File: config.mk
export PLATFORM = sky130hd
export DESIGN_NAME = chunk_adder
export DESIGN_NICKNAME = d
export VERILOG_FILES = /design/src/rtl/chunk_adder.sv
export SDC_FILE = /design/constraint.sdc
export NUM_CORES = 1
export LEC_CHECK = 0
export ABC_AREA = 1
export CAP_MARGIN = 30
export CORE_ASPECT_RATIO = 0.8
export CORE_MARGIN = 2
export CORE_UTILIZATION = 55
export DETAILED_ROUTE_END_ITERATION = 8
export PLACE_DENSITY = 0.81
export SYNTH_ARGS = -nofsm -noshare
export SYNTH_HDL_FRONTEND = slang
export SYNTH_SLANG_ARGS = --single-unit
File: constraint.sdc
create_clock -name clk -period 5.68 [get_ports clk]
set_input_delay 1.136 -clock clk [delete_from_list [all_inputs] [get_ports clk]]
set_output_delay 1.136 -clock clk [all_outputs]
set_load 0.01 [all_outputs]
File: src/rtl/chunk_adder.sv
// chunk_adder: WIDTH-bit add over NCHUNK=WIDTH/CHUNK RUN cycles, result and done one cycle later; start ignored unless idle.
// Optional subtract mode (sub port, b inverted at capture) enabled by defining CHUNK_ADDER_SUB_EN.
module chunk_adder #(
  parameter int WIDTH = 16,
  parameter int CHUNK = 4
) (
  input  logic             clk,
  input  logic             rst,
  input  logic             start,
  input  logic [WIDTH-1:0] a,
  input  logic [WIDTH-1:0] b,
  input  logic             cin,
  output logic             busy,
  output logic             done,
  output logic [WIDTH-1:0] sum,
  output logic             cout,
  output logic             ovf
`ifdef CHUNK_ADDER_SUB_EN
  ,
  input  logic             sub
`endif
);

  localparam int NCHUNK = WIDTH / CHUNK;
  localparam int CW = (NCHUNK > 1) ? $clog2(NCHUNK) : 1;
  localparam logic [CW-1:0] LAST = CW'(NCHUNK - 1);

  typedef enum logic [1:0] {IDLE, RUN, DONE} state_t;

  state_t           state_q, state_d;
  logic [WIDTH-1:0] a_q, a_d, b_q, b_d;
  logic [WIDTH-1:0] acc_q, acc_d, sum_q, sum_d;
  logic [CW-1:0]    cnt_q, cnt_d;
  logic             carry_q, carry_d, cout_q, cout_d, ovf_q, ovf_d;

  logic [WIDTH-1:0] b_in;
  logic [CHUNK-1:0] part;
  logic             rc, c_msb, c_out;

`ifdef CHUNK_ADDER_SUB_EN
  assign b_in = sub ? ~b : b;
`else
  assign b_in = b;
`endif

  // Bit-level ripple over the current chunk; c_msb is the carry into its top bit.
  always_comb begin
    rc    = carry_q;
    c_msb = carry_q;
    part  = '0;
    for (int i = 0; i < CHUNK; i++) begin
      if (i == CHUNK - 1) c_msb = rc;
      part[i] = a_q[i] ^ b_q[i] ^ rc;
      rc      = (a_q[i] & b_q[i]) | (rc & (a_q[i] ^ b_q[i]));
    end
    c_out = rc;
  end

  always_comb begin
    state_d = state_q;
    a_d     = a_q;
    b_d     = b_q;
    acc_d   = acc_q;
    cnt_d   = cnt_q;
    carry_d = carry_q;
    sum_d   = sum_q;
    cout_d  = cout_q;
    ovf_d   = ovf_q;
    case (state_q)
      IDLE: begin
        if (start) begin
          a_d     = a;
          b_d     = b_in;
          cnt_d   = '0;
          carry_d = cin;
          state_d = RUN;
        end
      end
      RUN: begin
        acc_d[cnt_q*CHUNK +: CHUNK] = part;
        carry_d = c_out;
        a_d     = a_q >> CHUNK;
        b_d     = b_q >> CHUNK;
        cnt_d   = cnt_q + 1'b1;
        // Results land on the edge into DONE so they are valid alongside done.
        if (cnt_q == LAST) begin
          sum_d   = acc_d;
          cout_d  = c_out;
          ovf_d   = c_msb ^ c_out;
          state_d = DONE;
        end
      end
      DONE:    state_d = IDLE;
      default: state_d = IDLE;
    endcase
  end

  always_ff @(posedge clk) begin
    if (rst) begin
      state_q <= IDLE;
      a_q     <= '0;
      b_q     <= '0;
      acc_q   <= '0;
      cnt_q   <= '0;
      carry_q <= 1'b0;
      sum_q   <= '0;
      cout_q  <= 1'b0;
      ovf_q   <= 1'b0;
    end else begin
      state_q <= state_d;
      a_q     <= a_d;
      b_q     <= b_d;
      acc_q   <= acc_d;
      cnt_q   <= cnt_d;
      carry_q <= carry_d;
      sum_q   <= sum_d;
      cout_q  <= cout_d;
      ovf_q   <= ovf_d;
    end
  end

  assign busy = (state_q == RUN);
  assign done = (state_q == DONE);
  assign sum  = sum_q;
  assign cout = cout_q;
  assign ovf  = ovf_q;

endmodule

==> results of run 1 <==
==> sequential cells by signal, summed over array words and instances (netlist names) <==
register / count
cnt_q: 2
ovf: 1
cout: 1
state_q: 2
acc_q: 16
a_q: 16
b_q: 16
carry_q: 1
sum: 16
==> cell type report <==
cell class                      instances  area share
Multi-Input combinational cell        334      0.3846
Tap cell                               87     0.02453
Clock buffer                           13     0.03355
Sequential cell                        71      0.3203
Timing Repair Buffer                   57      0.1263
Clock inverter                          3    0.009586
Inverter                              119      0.1012
==> per-layer routing <==
metal  wire (microns)  up-vias
met2             3887       87
met4               86        0
li1                 -     1799
met5                0        -
met1             3842     1578
met3              455       12
==> path summary, 6_finish.rpt <==
path	to	cells past startpoint	from	slack [ns]
hold reg to reg	b_q[8]$_SDFFE_PP0P_	2	b_q[8]$_SDFFE_PP0P_	0.49
setup / recovery	busy	4	state_q[0]$_SDFFE_PP0P_	2.41
setup reg to reg	sum[7]$_SDFFE_PP0P_	14	a_q[0]$_SDFFE_PP0P_	3.02
hold / removal	b_q[8]$_SDFFE_PP0P_	2	b_q[8]$_SDFFE_PP0P_	0.49
==> per-stage QoR <==
| stage | total power (W) | setup WS (ns) | area [sq um] | util | hold WS (ns) |
|---|---|---|---|---|---|
| 6_report | 0.001151 | 2.411 | 4438 | 0.6569 | 0.4882 |
| 5_1_grt | 0.001207 | 2.282 | 4438 | 0.6569 | 0.5064 |
| 4_1_cts | 0.001154 | 2.414 | 4438 | 0.6569 | 0.4895 |
| 3_5_place_dp | 0.0007557 | 2.806 | 4247 | 0.6285 | 0.4778 |
| 3_3_place_gp | 0.0007476 | 2.816 | 4247 | 0.6285 | 0.4737 |
| 2_1_floorplan | 0.0007074 | 3.341 | 3782 | - | 0.4610 |
==> kinds of logic after synthesis <==
family	after synthesis	share of synthesized area
buffers and inverters	148	0.1730
adders and majority gates	10	0.04102
AOI/OAI and AO/OA	56	0.07575
and+or+nand+nor	267	0.3321
xor gates and xnor gates	1	0.002316
DFF	71	0.3758
==> critical path: stages, from the launching register on <==
cell	delay, ns
dfxtp_1	0.31
buf_4	0.32
inv_2	0.11
nor2_8	0.39
clkdlybuf4s50_1	0.63
==> placed cells by master, fill, tap and decap left out, types with 2 or more instances in the layout <==
master	instances
nand3_1	128
inv_1	117
nand2_1	81
dfxtp_1	71
clkdlybuf4s50_1	54
a21oi_1	50
nor2_1	47
clkbuf_8	10
ha_1	6
fa_1	4
clkbuf_1	3
nor2_8	2
nand2_4	2
nand2_8	2
nand3b_1	2
o21ai_0	2
o21ai_1	2
buf_4	2
==> power by group through the flow <==
stage | clock (W) | combinational (W) | sequential (W)
floorplan | 0 | 0.000154 | 0.000553
global placement | 0 | 0.000190 | 0.000557
detailed placement | 0 | 0.000197 | 0.000559
CTS | 0.000407 | 0.000199 | 0.000548
global route | 0.000427 | 0.000228 | 0.000552
finish | 0.000402 | 0.000200 | 0.000548
==> impl_summary.log, run 1 <==
INFO  metric outcome = complete, no violations
INFO  metric cts.sinks = 71
INFO  metric synth_enable_flop_cells = 0
INFO  metric holdBufCountCts = 0
INFO  metric worst_setup_path_start_kind = register
INFO  metric sequentialPowerShare = 0.477
INFO  metric yosys.area.top_type = dfxtp_1
INFO  metric final-seq-area = 1421 sq um
INFO  metric setup_viol_count_final = 0
INFO  metric ctsResizeCount = 0
INFO  metric floorplan.rows = 27
INFO  metric drv_slew = 0
INFO  metric static-leakage-power = 2.067 nW
INFO  metric initial_utilization = 0.5598
INFO  metric ctsHtreeMaxLevel = 3
INFO  metric ys_ff_latch = 71
INFO  metric switching_power = 0.0003251 W
INFO  metric critical_path_required = 4.54 ns
INFO  metric ys_types = 27
INFO  metric vias_per_cell = 5.082
INFO  metric post_synth.cell_area_avg = 6.840 sq um
INFO  metric synth_area_leaders = dfxtp_1 (38%), nand3_1 (17%), inv_1 (12%)
INFO  metric worst_clock_skew = 0.006907 ns
INFO  metric dieWidth = 96.72 microns
INFO  metric first_iter_violations = 158
INFO  metric busiest_layer = met2
INFO  metric fmaxAchievable = 0.3059 GHz
INFO  metric synth_top_cells_by_count = nand3_1 (128), inv_1 (117), nand2_1 (81)
INFO  metric hold_path_class = reg -> reg
INFO  metric gate_count_post_synth = roughly 550
INFO  metric area_growth_syn_to_layout = 17.33%
INFO  metric tritoncts = yes
INFO  metric grt_pass1_vias = ~3200
INFO  metric grt_use_met2 = 0.3736
INFO  metric n_fill_cell = 606
INFO  metric cts_made_buffers = 9
INFO  metric postSynthNetCount = 599
INFO  metric switching_share = 0.2826
INFO  metric share_of_the_yosys_chip_area_belonging_to_registers = 0.3758
INFO  metric dr.pass1.iters = 4
INFO  metric hpwl = roughly 5400 microns
INFO  metric floorplan.core_area = between 6000 and 7000 sq um
INFO  metric routed_wire_length_per_instance = 12.09 microns
INFO  metric vias = 3476
INFO  metric track_usage = 0.2292
INFO  metric power-per-cell-area = 259.2 nW/um^2
INFO  metric hold_viol = 0
INFO  metric ys.flop_type = dfxtp_1
INFO  metric clk_pin_slew = 0.07 ns
INFO  metric cts.root.buffer_cell = clkbuf_8
INFO  metric grt_setup_unrepaired = false
INFO  metric remaining_drc_errors = 0
INFO  metric gpl_wtd_cong = between 0.8 and 0.9
INFO  metric tightestPinTransition = roughly 0.56 ns
INFO  metric end_kind = primary output
INFO  metric place_inst = about 670
INFO  metric share_clk_of_total_power = 0.350
INFO  metric design.portCount = 56
INFO  metric post-synth-top-count-cell = nand3_1
INFO  metric grt_first_pass_wirelength = 14410 microns
INFO  metric grt_antenna_before_repair = 0
INFO  metric cts_max_path_buffers = 2
INFO  metric stdcell_count = between 600 and 700
INFO  metric irDropWorstVdd = 0.0001515 V
INFO  metric finalCriticalPeriod = approximately 3.3 ns
INFO  metric height_of_the_chip = 78.18 microns
INFO  metric place.port_buffers = 55
INFO  metric grtUsageMet1 = 0.3013
INFO  metric maximum_number_of_pins_on_one_net_before_global_route_repair = 64
INFO  metric intPower = ~0.00083 W
INFO  metric die_area = 7561 sq um
INFO  metric post-route-period-util = 0.5756
INFO  metric grt.overflow.total = 0
INFO  metric summed_instance_area_of_the_synthesized_netlist = approximately 3800 sq um
INFO  metric crit_path_max_fanout = 36
INFO  metric grt_use_met3 = 0.06144
INFO  metric critical_path_arrival = around 2.1 ns
INFO  metric final_antenna_net_count = 0
INFO  metric final_layout_net_count = 638
INFO  metric insertedDiodeCount = 0
INFO  metric fin_tns_setup = 0 ns
INFO  metric cts.repair_timing.setup_buffer_count = 0
INFO  metric count_of_yosys_warnings_during_synthesis = 0
INFO  metric synth_largest_type_area_fraction = 0.3758
INFO  metric async_reset_ff_frac = 0
INFO  metric post_route_cells_drive_above_1_share = 0.04523
INFO  metric share_comb_of_total_power = 0.174
INFO  metric cap_violations = 0
INFO  metric crit_type = reg -> out
INFO  metric worstSkewPairLatency = 0.35 ns
INFO  metric multi_input_comb_area = 1707 sq um
INFO  metric max-slew-margin-rel = 0.6280
INFO  metric totalWireLength = 8272 microns
No activity file was read; power rests on OpenSTA's default activity.
==> run 2: changes to the inputs <==
- CORE_UTILIZATION: 55 -> 54
- PLACE_DENSITY: 0.81 -> 0.8
- clock period: 5.68 -> 3.1 ns (I/O delays scaled with it)
==> run 2 against run 1 <==
Core utilization fell by 0.064 points. Clock power grew 110%. Sequential cell count unchanged. Die area grew 1.8%. Final area grew 0.90%. Worst setup slack worse by 1.9 ns. Sequential power is 82% higher. Clock-buffer cell count is the same. Routed wire length rose by 3.3%. Hold slack improved by 0.00097 ns. Largest cell class unchanged.
==> impl_summary.log, run 2 (same netlist as run 1, synthesis figures left out) <==
INFO  metric outcome = complete, no violations
INFO  metric hold_path_class = reg -> reg
INFO  metric share_clk_of_total_power = 0.379
INFO  metric switching_share = 0.2693
INFO  metric worst_path_most_repeated_cell = inv_1
INFO  metric critical_path.cell_chain = inv_1 -> fa_1 -> inv_1 -> fa_1 -> inv_1 -> fa_1 -> inv_1 -> fa_1 -> inv_1 -> nor2_1 -> nand3_1 -> nand3_1 -> nand2_1 -> inv_1
INFO  metric worst_clock_skew = 0.01108 ns
INFO  metric clk_pin_slew = approximately 0.070 ns
INFO  metric final_antenna_net_count = 0
INFO  metric drv_slew = 0
INFO  metric cts_max_path_buffers = 2
INFO  metric grt_setup_unrepaired = false
INFO  metric die_area = 7694 sq um
INFO  metric cp_peak_stage_delay = 0.43 ns
INFO  metric static-leakage-power = approximately 2.1 nW
INFO  metric hpwl = 5547 microns
INFO  metric design.portCount = 56
INFO  metric maximum_number_of_pins_on_one_net_before_global_route_repair = between 60 and 70
INFO  metric irDropWorstVdd = around 0.00027 V
INFO  metric worstSkewPairLatency = roughly 0.35 ns
INFO  metric cts_made_buffers = 9
INFO  metric power-per-cell-area = just under 500 nW/um^2
INFO  metric tritoncts = yes
INFO  metric ctsHtreeMaxLevel = 3
INFO  metric placedInstanceArea = between 4000 and 5000 sq um
INFO  metric post-route-period-util = 0.8247
INFO  metric critical_path_arrival = around 2.8 ns
INFO  metric final_cell_mix = nand3_1 (128), inv_1 (117), nand2_1 (81), dfxtp_1 (71), clkdlybuf4s50_1 (54)
INFO  metric area_growth_syn_to_layout = 18.39%
INFO  metric hold_viol = 0
INFO  metric grt_pass1_vias = approximately 3200
INFO  metric layout.cells.most_common = nand3_1
INFO  metric cts.root.buffer_cell = clkbuf_8
INFO  metric n_fill_cell = 603
INFO  metric fin_tns_setup = 0 ns
INFO  metric sequentialPowerShare = 0.454
INFO  metric ctsResizeCount = 0
INFO  metric vias = 3525
INFO  metric place.port_buffers = 55
INFO  metric floorplan.core_area = 6824 sq um
INFO  metric first_iter_violations = 240
INFO  metric post_route_cells_drive_above_1_share = 0.04849
INFO  metric cts.repair_timing.setup_buffer_count = 0
INFO  metric critical_path_required = 3.34 ns
INFO  metric crit_path_max_fanout = 3
INFO  metric gpl_wtd_cong = 0.8861
INFO  metric cp_slowest_cell = fa_1
INFO  metric vias_per_cell = 5.146
INFO  metric remaining_drc_errors = 0
INFO  metric crit_type = reg -> reg
INFO  metric finalCriticalPeriod = 2.557 ns
INFO  metric dr.pass1.iters = 5
INFO  metric cts.sinks = 71
INFO  metric switching_power = 0.0005957 W
INFO  metric setup_viol_count_final = 0
INFO  metric worst_setup_path_start_kind = register
INFO  metric cap_violations = 0
INFO  metric grt_first_pass_wirelength = 14550 microns
INFO  metric end_kind = register
INFO  metric final_layout_net_count = between 600 and 700
INFO  metric grt.overflow.total = 0
INFO  metric final.hold.worst_slack = between 0.4 and 0.5 ns
INFO  metric share_comb_of_total_power = 0.167
INFO  metric totalWireLength = 8543 microns
INFO  metric insertedDiodeCount = 0
INFO  metric initial_utilization = 0.5543
INFO  metric floorplan.rows = 27
INFO  metric layout.cell_area.non_filler = ~4500 sq um
INFO  metric track_usage = 0.2288
INFO  metric grt_antenna_before_repair = 0
INFO  metric dieWidth = 97.57 microns
INFO  metric routed_wire_length_per_instance = approximately 12 microns
INFO  metric fmaxAchievable = 0.3911 GHz
INFO  metric regToRegSetupSlack = 0.54 ns
INFO  metric height_of_the_chip = 78.86 microns
INFO  metric holdBufCountCts = 0
INFO  metric intPower = 0.001617 W
INFO  metric max-slew-margin-rel = 0.6303
INFO  metric tightestPinTransition = 0.5538 ns
-- run 2: cell count changes in the layout (fill, tap and decap cells not counted), sizes merged --
cell | before | now
buf | 3 | 4
bufinv | 1 | 2
clkinvlp | 1 | 0
-- run 2: layer usage --
layer,wire (microns),vias up,global-route usage
met5,0,-,0
met4,86,0,0.06806
met3,544,14,0.06426
met2,3898,113,0.3545
met1,4014,1607,0.3136
li1,-,1791,-
-- run 2: layout make-up --
class                   instances  area (sq um)  area share
inverters                     119         449.2      0.1003
clock buffers                  13         158.9     0.03548
multi-input cells             334          1707      0.3811
repair buffers                 58         568.0      0.1269
well taps                      87         108.9     0.02431
flip-flops and latches         71          1421      0.3174
clock inverters                 3         65.06     0.01453
-- run 2: power groups by stage --
stage          registers (W)  clock network (W)  logic (W)
2_1_floorplan        0.00101                  0   0.000282
3_3_place_gp         0.00102                  0   0.000353
3_5_place_dp         0.00102                  0   0.000363
4_1_cts              0.00100           0.000841   0.000369
5_1_grt              0.00101           0.000884   0.000419
6_report             0.00100           0.000838   0.000370
-- run 2: final timing paths --
path                              from                      to  depth (start not counted)
hold reg to reg   b_q[15]$_SDFFE_PP0P_    b_q[15]$_SDFFE_PP0P_                          2
setup reg to reg   a_q[0]$_SDFFE_PP0P_  acc_q[11]$_SDFFE_PP0P_                         14
hold / removal    b_q[15]$_SDFFE_PP0P_    b_q[15]$_SDFFE_PP0P_                          2
setup / recovery   a_q[0]$_SDFFE_PP0P_  acc_q[11]$_SDFFE_PP0P_                         14
-- run 2: worst max-delay path: cells and delay by family, from the launching register on --
family                   cells  cell delay, ns
flip-flops                   1            0.33
adder cells (fa/ha/maj)      4            1.39
AND/OR/NAND/NOR              4            0.36
buffers and inverters        6            0.38
-- run 2: metrics by stage --
step	std cells	util	setup slack (ns)	power, W
3_3_place_gp	669	0.6234	0.6724	0.001374
5_1_grt	685	0.6562	0.3791	0.002313
6_report	685	0.6562	0.5434	0.002212
4_1_cts	685	0.6562	0.5419	0.002214
2_1_floorplan	553	-	0.7613	0.001296
3_5_place_dp	669	0.6234	0.6091	0.001388
